`src/rtl/mem_burst_master_if.sv`:
```
// Bus bundle between the burst master, its command/data peer and the memory pins.
// Every channel transfers on a cycle where valid and ready are both high; valid never waits on ready.
interface mem_burst_master_if #(
  parameter int addr_width = 10,
  parameter int data_width = 64,
  parameter int len_width  = 4
);
  logic                  cmd_valid;
  logic                  cmd_ready;
  logic                  cmd_write;
  logic [addr_width-1:0] cmd_addr;
  logic [len_width-1:0]  cmd_len;
  logic                  wr_valid;
  logic                  wr_ready;
  logic [data_width-1:0] wr_data;
  logic                  rd_valid;
  logic                  rd_ready;
  logic [data_width-1:0] rd_data;
  logic                  rd_last;
  logic                  done;
  logic                  mem_write_en;
  logic [addr_width-1:0] mem_waddr;
  logic [data_width-1:0] mem_wdata;
  logic [addr_width-1:0] mem_raddr;
  logic [data_width-1:0] mem_rdata;

  modport master (
    input  cmd_valid, cmd_write, cmd_addr, cmd_len,
    output cmd_ready,
    input  wr_valid, wr_data,
    output wr_ready,
    output rd_valid, rd_data, rd_last,
    input  rd_ready,
    output done,
    output mem_write_en, mem_waddr, mem_wdata, mem_raddr,
    input  mem_rdata
  );

  modport slave (
    output cmd_valid, cmd_write, cmd_addr, cmd_len,
    input  cmd_ready,
    output wr_valid, wr_data,
    input  wr_ready,
    input  rd_valid, rd_data, rd_last,
    output rd_ready,
    input  done,
    input  mem_write_en, mem_waddr, mem_wdata, mem_raddr,
    output mem_rdata
  );
endinterface

```
`src/rtl/mem_burst_master.sv`:
```
// Burst initiator for a synchronous dual-port memory with 1-cycle read latency;
// read beats pass through a 2-entry skid FIFO so consumer backpressure never drops data.
module mem_burst_master #(
  parameter int addr_width = 10,
  parameter int data_width = 64,
  parameter int len_width  = 4
) (
  input  logic                 clk,
  input  logic                 rst,
  mem_burst_master_if.master   bus,
  output logic [1:0]           dbg_state
);

  typedef enum logic [1:0] {IDLE = 2'd0, WRITE = 2'd1, READ = 2'd2} state_t;

  state_t                state, state_nxt;
  logic [addr_width-1:0] addr;
  logic [len_width-1:0]  len;
  logic [len_width:0]    beat_cnt;
  logic [len_width:0]    issue_cnt;
  logic                  inflight;
  logic [data_width-1:0] fifo_mem [2];
  logic                  wptr, rptr;
  logic [1:0]            fifo_cnt;
  logic                  done_q;

  logic cmd_fire, wr_fire, rd_fire, issue, last_beat;

  assign bus.rd_valid  = (fifo_cnt != 2'd0);
  assign bus.rd_data   = fifo_mem[rptr];
  assign bus.rd_last   = bus.rd_valid && (beat_cnt == {1'b0, len});
  assign bus.mem_waddr = addr;
  assign bus.mem_raddr = addr;
  assign bus.done      = done_q;
  assign dbg_state     = state;

  always_comb begin
    state_nxt        = state;
    bus.cmd_ready    = 1'b0;
    bus.wr_ready     = 1'b0;
    bus.mem_write_en = 1'b0;
    bus.mem_wdata    = '0;
    cmd_fire         = 1'b0;
    wr_fire          = 1'b0;
    rd_fire          = 1'b0;
    issue            = 1'b0;
    last_beat        = 1'b0;
    case (state)
      IDLE: begin
        bus.cmd_ready = 1'b1;
        cmd_fire      = bus.cmd_valid;
        if (bus.cmd_valid) state_nxt = bus.cmd_write ? WRITE : READ;
      end
      WRITE: begin
        bus.wr_ready     = 1'b1;
        wr_fire          = bus.wr_valid;
        bus.mem_write_en = wr_fire;
        bus.mem_wdata    = wr_fire ? bus.wr_data : '0;
        last_beat        = wr_fire && (beat_cnt == {1'b0, len});
        if (last_beat) state_nxt = IDLE;
      end
      READ: begin
        rd_fire   = bus.rd_valid && bus.rd_ready;
        // A pop this cycle frees the slot that this issue's data will land in.
        issue     = (({1'b0, fifo_cnt} + {2'b0, inflight}) < (3'd2 + {2'b0, rd_fire}))
                    && (issue_cnt <= {1'b0, len});
        last_beat = rd_fire && bus.rd_last;
        if (last_beat) state_nxt = IDLE;
      end
      default: state_nxt = IDLE;
    endcase
  end

  always_ff @(posedge clk) begin
    if (rst) begin
      state     <= IDLE;
      addr      <= '0;
      len       <= '0;
      beat_cnt  <= '0;
      issue_cnt <= '0;
      inflight  <= 1'b0;
      wptr      <= 1'b0;
      rptr      <= 1'b0;
      fifo_cnt  <= 2'd0;
      done_q    <= 1'b0;
    end else begin
      state  <= state_nxt;
      done_q <= last_beat;
      if (cmd_fire) begin
        addr      <= bus.cmd_addr;
        len       <= bus.cmd_len;
        beat_cnt  <= '0;
        issue_cnt <= '0;
        inflight  <= 1'b0;
        wptr      <= 1'b0;
        rptr      <= 1'b0;
        fifo_cnt  <= 2'd0;
      end else begin
        if (wr_fire || issue) addr <= addr + 1'b1;
        if (wr_fire || rd_fire) beat_cnt <= beat_cnt + 1'b1;
        if (issue) issue_cnt <= issue_cnt + 1'b1;
        inflight <= issue;
        if (inflight) wptr <= ~wptr;
        if (rd_fire) rptr <= ~rptr;
        fifo_cnt <= fifo_cnt + {1'b0, inflight} - {1'b0, rd_fire};
      end
    end
  end

  // Storage only; occupancy and pointers carry the reset.
  always_ff @(posedge clk) begin
    if (inflight) fifo_mem[wptr] <= bus.mem_rdata;
  end

endmodule

```
`src/flat_wrapper.sv`:
```
// flat-port wrapper written by rule: the top's interface ports become plain ports
module mem_burst_master_flat 
#(
  parameter int addr_width = 10,
  parameter int data_width = 64,
  parameter int len_width  = 4
)
  (clk, rst, dbg_state, bus_cmd_valid, bus_cmd_write, bus_cmd_addr, bus_cmd_len, bus_cmd_ready, bus_wr_valid, bus_wr_data, bus_wr_ready, bus_rd_valid, bus_rd_data, bus_rd_last, bus_rd_ready, bus_done, bus_mem_write_en, bus_mem_waddr, bus_mem_wdata, bus_mem_raddr, bus_mem_rdata);
  mem_burst_master_if #(.addr_width(addr_width), .data_width(data_width), .len_width(len_width)) bus_i ();
  input  logic clk;
  input  logic rst;
  output logic [1:0] dbg_state;
  input wire logic [$bits(bus_i.cmd_valid)-1:0] bus_cmd_valid;
  input wire logic [$bits(bus_i.cmd_write)-1:0] bus_cmd_write;
  input wire logic [$bits(bus_i.cmd_addr)-1:0] bus_cmd_addr;
  input wire logic [$bits(bus_i.cmd_len)-1:0] bus_cmd_len;
  output wire logic [$bits(bus_i.cmd_ready)-1:0] bus_cmd_ready;
  input wire logic [$bits(bus_i.wr_valid)-1:0] bus_wr_valid;
  input wire logic [$bits(bus_i.wr_data)-1:0] bus_wr_data;
  output wire logic [$bits(bus_i.wr_ready)-1:0] bus_wr_ready;
  output wire logic [$bits(bus_i.rd_valid)-1:0] bus_rd_valid;
  output wire logic [$bits(bus_i.rd_data)-1:0] bus_rd_data;
  output wire logic [$bits(bus_i.rd_last)-1:0] bus_rd_last;
  input wire logic [$bits(bus_i.rd_ready)-1:0] bus_rd_ready;
  output wire logic [$bits(bus_i.done)-1:0] bus_done;
  output wire logic [$bits(bus_i.mem_write_en)-1:0] bus_mem_write_en;
  output wire logic [$bits(bus_i.mem_waddr)-1:0] bus_mem_waddr;
  output wire logic [$bits(bus_i.mem_wdata)-1:0] bus_mem_wdata;
  output wire logic [$bits(bus_i.mem_raddr)-1:0] bus_mem_raddr;
  input wire logic [$bits(bus_i.mem_rdata)-1:0] bus_mem_rdata;
  assign bus_i.cmd_valid = bus_cmd_valid;
  assign bus_i.cmd_write = bus_cmd_write;
  assign bus_i.cmd_addr = bus_cmd_addr;
  assign bus_i.cmd_len = bus_cmd_len;
  assign bus_cmd_ready = bus_i.cmd_ready;
  assign bus_i.wr_valid = bus_wr_valid;
  assign bus_i.wr_data = bus_wr_data;
  assign bus_wr_ready = bus_i.wr_ready;
  assign bus_rd_valid = bus_i.rd_valid;
  assign bus_rd_data = bus_i.rd_data;
  assign bus_rd_last = bus_i.rd_last;
  assign bus_i.rd_ready = bus_rd_ready;
  assign bus_done = bus_i.done;
  assign bus_mem_write_en = bus_i.mem_write_en;
  assign bus_mem_waddr = bus_i.mem_waddr;
  assign bus_mem_wdata = bus_i.mem_wdata;
  assign bus_mem_raddr = bus_i.mem_raddr;
  assign bus_i.mem_rdata = bus_mem_rdata;
  mem_burst_master #(.addr_width(addr_width), .data_width(data_width), .len_width(len_width)) u_core (.clk(clk), .rst(rst), .bus(bus_i), .dbg_state(dbg_state));
endmodule
```
`config.mk`:
```
export PLATFORM = sky130hd
export DESIGN_NAME = mem_burst_master_flat
export DESIGN_NICKNAME = d
export VERILOG_FILES = /design/src/rtl/mem_burst_master_if.sv /design/src/rtl/mem_burst_master.sv /design/src/flat_wrapper.sv
export SDC_FILE = /design/constraint.sdc
export NUM_CORES = 1
export LEC_CHECK = 0
export CELL_PAD_IN_SITES_DETAIL_PLACEMENT = 1
export CELL_PAD_IN_SITES_GLOBAL_PLACEMENT = 2
export CORE_MARGIN = 1
export CORE_UTILIZATION = 27
export DETAILED_ROUTE_END_ITERATION = 8
export PLACE_DENSITY_LB_ADDON = 0.05
export SLEW_MARGIN = 5
export SYNTH_ARGS = -nofsm -noshare
export SYNTH_HDL_FRONTEND = slang
export SYNTH_SLANG_ARGS = --single-unit
```
`constraint.sdc`:
```
create_clock -name clk -period 4.32 [get_ports clk]
set_input_delay 0.648 -clock clk [delete_from_list [all_inputs] [get_ports clk]]
set_output_delay 0.648 -clock clk [all_outputs]
set_load 0.01 [all_outputs]
```
**After elaboration in Yosys (flattened, before gate mapping)**

Memories as Yosys holds them, arrays and structs flattened. A register that Yosys moved wholly into a read port is not among the register bits.
Index checks and enable logic that the tools add are counted.

- Memories: 1
- Input bits: 148
- Output and inout port bits: 156
- Bits in writable memories: 128
- Register bits after elaboration: 32
- Word-level logic and storage cells: 60

Memories:

| memory | depth | bits a word | read ports | clocked after memory_dff | write ports | RTL line | source |
|---|---|---|---|---|---|---|---|
| u_core.fifo_mem | 2 | 64 | 1 | 1 | 1 | mem_burst_master.sv:22 | `logic [data_width-1:0] fifo_mem [2];` |

- Order comparisons: 2
- Bitwise logic cells: 2
- Add/subtract/negate cells: 7
- Muxes and demuxes: 20
- Equal/unequal tests: 6
- Reductions and logical operators: 12

Operators by type and width:

| cell | number |
|---|---|
| 2-to-1 mux 64 bit | 2 |
| 2-to-1 mux 10 bit | 2 |
| adder 10 x 1 -> 10 bit, second input constant | 1 |
| adder 5 x 1 -> 5 bit, second input constant | 2 |
| 2-to-1 mux 1 bit | 10 |
| 2-to-1 mux 2 bit | 4 |
| case mux 2 bit (3 select lines) | 1 |
| equality test 5 x 4 -> 1 bit | 1 |
| less-or-equal comparator 5 x 4 -> 1 bit | 1 |
| logical AND 1 bit | 5 |
| inequality test 2 x 1 -> 1 bit, second input constant | 2 |
| nonzero test 2 bit | 2 |
| adder 2 x 1 -> 3 bit | 1 |
| adder 2 x 1 -> 3 bit, first input constant | 1 |
| less-than comparator 3 bit | 1 |
| AND reduction 3 bit | 1 |
| adder 2 x 1 -> 2 bit | 1 |
| equality test 2 x 1 -> 1 bit, second input constant | 1 |
| equality test 2 bit, second input constant | 1 |
| logical NOT 2 bit | 1 |
| logical OR 1 bit | 2 |
| inequality test 2 bit, second input constant | 1 |
| inverter 1 bit | 2 |
| case mux 1 bit (2 select lines) | 1 |
| other kinds (2) | 2 |

**Depth between registers and ports, before layout**

Gate-level depths: netlist of run 1.

- Word-level depth: 9
- Depth in mapped cells: 10
- Mapped depth without buffers: 10

**Worst setup path before layout of run 1**

No wires, ideal clock.

- Path kind: register to register
- Start point: register u_core.inflight
- End point: memory u_core.fifo_mem[0][0] (enable)
- Slack: 0.726 ns
- Cell stages (with the launch flop): 3
- Setup time: 0.487 ns
- Path buffers: 0
- Arrival time: 3.108 ns
- Clock period less this slack: 3.594 ns
- Cell sequence: dfxtp_1 inv_1 nor2_1

- Cells in the longest elaborated chain, start to end: 2

RTL lines:

| what | RTL line | source |
|---|---|---|
| from (decl) | mem_burst_master.sv:21 | `logic inflight;` |
| from (signal assigned) | mem_burst_master.sv:102 | `inflight <= issue;` |
| 2-to-1 mux 1 bit | mem_burst_master.sv:112 | `if (inflight) fifo_mem[wptr] <= bus.mem_rdata;` |
| 2-to-1 mux 1 bit (implied by the code) | mem_burst_master.sv:112 |  |
| to (decl) | mem_burst_master.sv:22 |  |

Every way passes these cells.

**Final worst setup path of run 1**

- Start point: input bus_wr_valid
- End point: output bus_mem_write_en

- Cells in the longest elaborated chain, start to end: 1

RTL lines:

| what | RTL line | source |
|---|---|---|
| from (decl) | flat_wrapper.sv:18 | `input wire logic [$bits(bus_i.wr_valid)-1:0] bus_wr_valid;` |
| 2-to-1 mux 1 bit | mem_burst_master.sv:48 | `case (state)` |
| to (decl) | flat_wrapper.sv:26 | `output wire logic [$bits(bus_i.mem_write_en)-1:0] bus_mem_write_en;` |

Every way passes these cells.

==> impl_metrics.ini, run 1 <==
[clocking]
postCtsSetupRepairBufs = 0
clk_pin_slew_ns = 0.07
cts.sinks = 161
numCtsBuffers = 17
tritoncts = yes
ctsHoldBuffers = 0
post_cts_resized = 0
h-tree-depth = 4
clockBufferDepth = 2
clock_latency_ns = 0.43
cts_root_buffer = clkbuf_16

[timing]
worst_slack_ns = 1.163
final.setup_skew_ns = 0.01104
final_min_period_over_clock_period = 0.7309
relSlewSlack = 0.3013
finalSetupViolations = 0
drv_slew = 0
setup_tns_ns = 0
fmaxAchievable_mhz = 316.7
period_minus_slack_ns = 3.157
finalHoldViolations = 0
tightestPinTransition_ns = 1.046
rsz0062_at_grt = no

[worst_hold_path]
hold_path_depth = 2
holdPathEnd = u_core.len[3]
hold_path_startpoint = u_core.len[3]
hold_path_class = reg2reg

[power]
leakagePower_uw = 0.003946
p_per_area_mw_per_mm2 = 398.5
irDropWorstVdd_mv = 0.2656

[yosys]
synth_edf_count = 128
yosysUniqueCellTypes = 53
yosys_most_used_dff = edfxtp_1
avgSynthCellArea_um2 = 13.75
syn_area_mm2 = 0.006973
yosys_warnings = 0
synth.top_cell.area_share = 0.5512
synthTopCellsByCount = edfxtp_1 (128), and3_1 (64), mux2_2 (64)
syn_inst = 507
synth_top_cell_by_area = edfxtp_1
synthArstFlopShare = 0
synth_fp_nets = 669
synth-seq-cells = 161
synth.area.top_cells = edfxtp_1 (55%), mux2_2 (10%), dfxtp_1 (9.5%)
yosysMostFrequentCell = edfxtp_1
seq_area_frac_synth = 0.6460

[floorplan]
start_util = 0.2761
core-area_mm2 = 0.02525
chipHeight_um = 162.7
dieArea_mm2 = 0.02647
num_rows = 58
die_w_um = 162.7
ios = 304

[worst_setup_path]
crit_required_ns = 3.67
critPathMaxFanout = 17
arrival_ns = 2.51
regToRegSetupSlack_ns = 1.89
end_kind = output pin
rr_endpoint = u_core.bus.mem_raddr[9]
critPathKind = in2out
r2r-start = u_core.len[2]
r2r_cells = 7
start_kind = primary input

[finish]
fin_util = 0.4313
nets = 961
area_delta_synth_final_pct = 56.20
drive_above_1_share = 0.1504

[detailed_routing]
drtAntennaViolNets = 0
drt_iter0_drc = 142
finalWirelength_um = 20890
vias = 5192
vias_per_cell = 4.538
drc = 0
wl_per_cell_um = 18.26
drt_pass1_iterations = 5

[global_routing]
grt_pass1_wl_um = 31320
grt_usage = 0.1581
overflow = 0
grt_pass1_vias = 5706
antenna_found_initial = 4
grt_max_degree = 66

[place]
dp.final_hpwl_um = 15480
dp_slack_ns = 1.094
io_buffers = 303
gp_congestion = 0.7655

[run_status]
outcome = completed

[job]
maxCapViolations = 0
==> worst max-delay path by stage <==
stage	start	to	slack [ns]
6_report	bus_wr_valid	bus_mem_write_en	1.16
3_3_place_gp	bus_wr_valid	bus_mem_write_en	1.13
5_1_grt	bus_wr_valid	bus_mem_write_en	0.97
2_1_floorplan	u_core.inflight	u_core.fifo_mem[0][0]	0.73
3_5_place_dp	bus_wr_valid	bus_mem_write_en	1.09
4_1_cts	bus_wr_valid	bus_mem_write_en	1.08
==> layer usage <==
| layer | wire length (µm) | track usage | up-vias |
|---|---|---|---|
| met2 | 10380 | 0.2652 | 220 |
| met4 | 699 | 0.09091 | 0 |
| met1 | 8018 | 0.1745 | 2469 |
| li1 | - | - | 2473 |
| met3 | 1796 | 0.05271 | 30 |
| met5 | 0 | 0 | - |
==> cell usage in the layout (no fill, tap or decap), types with 2 or more instances in the layout <==
cell type	instances
and3_1	64
or2_2	2
dfxtp_1	32
a311oi_1	5
diode_2	3
or3_1	4
a21o_1	2
a2111oi_2	2
clkbuf_16	17
clkinv_4	2
a21oi_1	11
clkdlybuf4s50_1	303
inv_8	3
nand2b_1	2
nor4_1	3
edfxtp_1	128
inv_1	18
nand3_1	11
mux2_2	64
clkinvlp_4	2
xnor2_1	8
nand2_1	20
inv_6	5
nor2_1	27
xor2_1	5
nand4_1	3
o21ai_0	3
o21ai_2	2
buf_4	9
ha_1	14
or4_1	4
o31ai_1	5
==> critical path, stage by stage <==
cell             delay [ns]
clkdlybuf4s50_1        0.79
nand2_2                0.24
inv_1                  0.22
clkdlybuf4s50_1        0.61
==> state kept, by name, indices dropped and copies added (netlist names), named ones only <==
name / cells
u_core.beat_cnt: 5
u_core.bus.done: 1
u_core.bus.mem_raddr: 10
u_core.dbg_state: 2
u_core.fifo_cnt: 2
u_core.fifo_mem: 128
u_core.inflight: 1
u_core.issue_cnt: 5
u_core.len: 4
u_core.rptr: 1
u_core.wptr: 1
==> power breakdown <==
group          internal, µW  total (µW)  switching [µW]
registers              1770        1840            74.3
clock network           811        1450             644
logic                   547        1050             499
==> layout make-up <==
type	instances	area, µm²
Clock buffer	17	425.4
Fill cell	2629	14360
Inverter	18	67.56
Clock inverter	14	145.1
Tap cell	330	412.9
Multi-Input combinational cell	288	2207
Sequential cell	161	4506
Timing Repair Buffer	313	3120
Antenna cell	3	7.507
==> cells by family (layout without fill, tap and decap cells) <==
group / after synthesis / count (layout) / synth area share
flip-flops: 161 / 161 / 0.6460
AND/OR/NAND/NOR: 153 / 153 / 0.1215
multiplexers: 64 / 64 / 0.1034
buffers and inverters: 58 / 362 / 0.03876
AO/OA/AOI/OAI: 44 / 44 / 0.04899
adder cells (fa/ha/maj): 14 / 14 / 0.02512
XOR/XNOR: 13 / 13 / 0.01633
other: 0 / 3 / 0
==> metrics by stage <==
| stage | std cells | power, µW | cell area (µm²) | hold slack (ns) |
|---|---|---|---|---|
| CTS | 1141 | 4404 | 10880 | 0.5133 |
| floorplan | 507 | 2384 | 6973 | 0.4618 |
| global route | 1144 | 4546 | 10890 | 0.5335 |
| finish | 1144 | 4340 | 10890 | 0.5020 |
| detailed placement | 1110 | 2930 | 10310 | 0.5018 |
| global placement | 1110 | 2913 | 10310 | 0.4885 |
Note: power is estimated with default switching activity, not from simulation.
==> inputs of run 2 (changes only) <==
- clock period: 4.32 -> 3.2 ns (I/O delays scaled with it)
==> run 2 against run 1 <==
  * Sequential share of layout area barely moved
  * Wire length is 3.6% lower
  * Worst setup slack got worse by 0.67 ns
  * Global-route usage is 0.68 points lower
  * Total power up 36%
  * Largest cell class unchanged
  * Clock skew rose by 0.0072 ns
  * Utilization hardly changed
  * Design area about the same
  * Non-clock buffer count shrank 1
  * Final cell count is 0.35% lower
==> impl_metrics.ini, run 2 (synthesis results as in run 1) <==
[run_status]
outcome = completed

[timing]
final.setup_skew_ns = 0.01823
finalSetupViolations = 0
finalHoldViolations = 0
final_min_period_over_clock_period = 0.8466
whs_ns = 0.4993
drv_slew = 0
fmaxAchievable_mhz = 369.1
relSlewSlack = 0.4735
rsz0062_at_grt = no
setup_tns_ns = 0
period_minus_slack_ns = 2.709
tightestPinTransition_ns = 0.7878

[worst_setup_path]
crit_required_ns = 2.72
crit_chain = clkdlybuf4s50_1 > buf_4 > and3_1 > clkdlybuf4s50_1
arrival_ns = 2.23
critPathKind = in2out
end_kind = output pin
cpMostUsedCell = clkdlybuf4s50_1
start_kind = primary input
crit_slowest_cell = clkdlybuf4s50_1
critPathMaxFanout = 65
cpPeakStageDelay_ns = 0.58

[detailed_routing]
drc = 0
wl_per_cell_um = 17.66
finalWirelength_um = 20130
vias = 5174
vias_per_cell = 4.539
drt_pass1_iterations = 4
drtAntennaViolNets = 0
drt_iter0_drc = 213

[clocking]
h-tree-depth = 4
cts.sinks = 161
ctsHoldBuffers = 0
cts_root_buffer = clkbuf_16
clock_latency_ns = 0.43
clockBufferDepth = 2
clk_pin_slew_ns = 0.07
tritoncts = yes
postCtsSetupRepairBufs = 0
numCtsBuffers = 17
post_cts_resized = 0

[global_routing]
grt_pass1_wl_um = 30580
grt_max_degree = 66
grt_pass1_vias = 5597
overflow = 0
antenna_found_initial = 0
grt_usage = 0.1513

[power]
leakagePower_uw = 0.003943
power_switching_uw = 1659
combPwrFrac = 0.242
irDropWorstVdd_mv = 0.2909
p_per_area_mw_per_mm2 = 540.2
p_seq_frac = 0.421
power.share.switching = 0.2817
p_int_uw = 4229
clockPowerShare = 0.337

[finish]
layout_common_cells = clkdlybuf4s50_1 (303), edfxtp_1 (128), and3_1 (64), mux2_2 (64), dfxtp_1 (32)
area_delta_synth_final_pct = 56.33
nets = 960
final_common_cell = clkdlybuf4s50_1
nFillCells = 2606
n_antenna_cell = 0
stdcell_area_mm2 = 0.01090
multi_input_area_mm2 = 0.002207
top_register = u_core.fifo_mem
fin_util = 0.4316
drive_above_1_share = 0.1494
largest_reg_flops = 128
regArea_mm2 = 0.004506

[floorplan]
ios = 304
start_util = 0.2761
die_w_um = 162.7
chipHeight_um = 162.7
dieArea_mm2 = 0.02647
num_rows = 58
core-area_mm2 = 0.02525

[place]
gp_congestion = 0.6930
dp.final_hpwl_um = 14360
io_buffers = 303
place_area_mm2 = 0.01033

[job]
maxCapViolations = 0

[worst_hold_path]
hold_path_class = reg2reg
run 2: power by group through the flow:
stage	Clock, µW	Combinational (µW)	Sequential (µW)
after floorplan	0	698	2520
after detailed placement	0	1440	2520
after global placement	0	1420	2520
after CTS	2070	1450	2480
final	1990	1430	2480
after global routing	2150	1550	2490
run 2: per-stage QoR:
step | instances | power (µW) | setup slack (ns)
floorplan | 507 | 3215 | 0.6899
global placement | 1109 | 3938 | 0.5013
detailed placement | 1109 | 3964 | 0.4673
CTS | 1140 | 5999 | 0.4504
global route | 1140 | 6191 | 0.3478
finish | 1140 | 5888 | 0.4909
run 2: worst paths after layout:
path / from / to / slack (ns) / depth (start not counted)
hold reg to reg: u_core.len[1] / u_core.len[1] / 0.50 / 2
setup reg to reg: u_core.dbg_state[1] / u_core.bus.mem_raddr[8] / 0.88 / 9
hold / removal: u_core.len[1] / u_core.len[1] / 0.50 / 2
setup / recovery: bus_wr_valid / bus_mem_wdata[22] / 0.49 / 4
run 2: final cells by class:
type | instances | share of cell area
timing repair buffer | 312 | 0.2879
clock inverter | 14 | 0.01320
inverter | 18 | 0.006198
clock buffer | 17 | 0.03903
multi-input combinational | 288 | 0.2025
sequential | 161 | 0.4133
tap | 330 | 0.03788
run 2: worst max-delay path: cells and delay by family:
kind          cells  cell delay [ns]
simple gates      1             0.23
buf+inv           3             1.50
run 2: layer usage:
layer	global-route usage	share of wire	vias up
met3	0.04609	0.068	21
met4	0.04460	0.013	0
li1	-	-	2465
met5	0	0	-
met1	0.1730	0.40	2503
met2	0.2692	0.52	185
==> inputs of run 3 (changes only) <==
- clock period: 3.2 -> 2.8 ns (I/O delays scaled with it)
==> run 3 against run 2 <==
  * Utilization increased by 0.15 points
  * Worst hold slack lost 0.0083 ns
  * Register-to-register slack got worse by 0.47 ns
  * Non-clock buffer count increased by 1
  * Total power increased by 14%
  * Sequential share of layout area is 0.15 points lower
  * Largest cell class unchanged
  * Sequential power rose by 14%
  * Global-route usage is 0.066 points higher
==> impl_metrics.ini, run 3 (synthesis results as in run 1) <==
[worst_hold_path]
hold_path_startpoint = u_core.len[3]
holdPathEnd = u_core.len[3]
hold_path_depth = 2
hold_path_class = reg2reg

[worst_setup_path]
r2r_cells = 7
critPathKind = reg2out
regToRegSetupSlack_ns = 0.41
crit_required_ns = 2.38
r2r-start = u_core.len[2]
rr_endpoint = u_core.bus.mem_raddr[9]
arrival_ns = 2.19
start_kind = flip-flop
critPathMaxFanout = 65
end_kind = output pin

[finish]
largest_reg_flops = 128
nets = 961
nFillCells = 2657
final_common_cell = clkdlybuf4s50_1
n_antenna_cell = 0
layout_common_cells = clkdlybuf4s50_1 (303), edfxtp_1 (128), and3_1 (64), mux2_2 (64), dfxtp_1 (32)
regArea_mm2 = 0.004506
area_delta_synth_final_pct = 56.88
multi_input_area_mm2 = 0.002207
drive_above_1_share = 0.1502
top_register = u_core.fifo_mem

[clocking]
post_cts_resized = 0
numCtsBuffers = 17
cts_root_buffer = clkbuf_16
clockBufferDepth = 2
clock_latency_ns = 0.43
clk_pin_slew_ns = 0.07
cts.sinks = 161
tritoncts = yes
ctsHoldBuffers = 0
h-tree-depth = 4
postCtsSetupRepairBufs = 0

[timing]
relSlewSlack = 0.4839
rsz0062_at_grt = no
final_min_period_over_clock_period = 0.9337
period_minus_slack_ns = 2.614
finalHoldViolations = 0
final.setup_skew_ns = 0.01739
finalSetupViolations = 0
drv_slew = 0
tightestPinTransition_ns = 0.7700
setup_tns_ns = 0
fmaxAchievable_mhz = 382.5

[detailed_routing]
vias = 5154
drtAntennaViolNets = 0
drt_pass1_iterations = 4
finalWirelength_um = 20210
drc = 0
vias_per_cell = 4.513
wl_per_cell_um = 17.70
drt_iter0_drc = 178

[floorplan]
die_w_um = 162.7
dieArea_mm2 = 0.02647
start_util = 0.2761
core-area_mm2 = 0.02525
chipHeight_um = 162.7
ios = 304
num_rows = 58

[power]
power_uw = 6699
leakagePower_uw = 0.003955
irDropWorstVdd_mv = 0.3094
p_per_area_mw_per_mm2 = 612.4

[place]
io_buffers = 303
dp.final_hpwl_um = 14840
gp_congestion = 0.7157

[global_routing]
grt_pass1_vias = 5641
grt_pass1_wl_um = 30590
grt_usage = 0.1520
overflow = 0
antenna_found_initial = 0
grt_max_degree = 67

[run_status]
outcome = completed

[job]
maxCapViolations = 0
-- run 3: worst max-delay path by stage --
stage | from | endpoint | slack (ns) | cells past startpoint
final | u_core.dbg_state[1] | bus_mem_wdata[59] | 0.19 | 5
after global routing | u_core.dbg_state[1] | bus_mem_wdata[55] | 0.06 | 5
after CTS | flip-flop | bus_rd_data[38] | 0.14 | 3
after detailed placement | bus_wr_valid | u_core.bus.mem_raddr[9] | 0.23 | 7
after global placement | bus_wr_valid | u_core.bus.mem_raddr[8] | 0.34 | 7
after floorplan | u_core.inflight | u_core.fifo_mem[0][0] | 0.29 | 2
-- run 3: final cells by class --
cell class	count	share of cell area
inverters	18	0.006176
clock inverters	14	0.01338
well taps	330	0.03774
clock buffers	18	0.03923
repair buffers	313	0.2898
flip-flops and latches	161	0.4119
multi-input cells	288	0.2018
-- run 3: critical path, cell delays in order (launching register included) --
cell and delay, ns:
dfxtp_1 0.34, inv_1 0.09, ha_1 0.29, buf_12 0.25, and3_1 0.21, clkdlybuf4s50_1 0.56
-- run 3: per-layer routing --
metal | up-vias | GRT usage | wire length [µm]
met3 | 14 | 0.04940 | 1349
met2 | 178 | 0.2781 | 10630
met5 | - | 0 | 0
met4 | 0 | 0.03696 | 168
met1 | 2493 | 0.1684 | 8063
li1 | 2469 | - | -
-- run 3: power by group --
group	internal (µW)	switching, µW
Combinational	864	783
Clock	1190	1040
Sequential	2720	107
Total	4780	1920
-- run 3: metrics by stage --
stage          area [µm²]  setup WS (ns)  hold slack [ns]  instances  utilization
6_report            10940         0.1856           0.4910       1142       0.4332
5_1_grt             10940        0.06116           0.5259       1142       0.4332
4_1_cts             10940         0.1410           0.4920       1142       0.4332
3_5_place_dp        10360         0.2347           0.4827       1110       0.4104
3_3_place_gp        10360         0.3391           0.4886       1110       0.4104
2_1_floorplan        6975         0.2899           0.4618        507            -
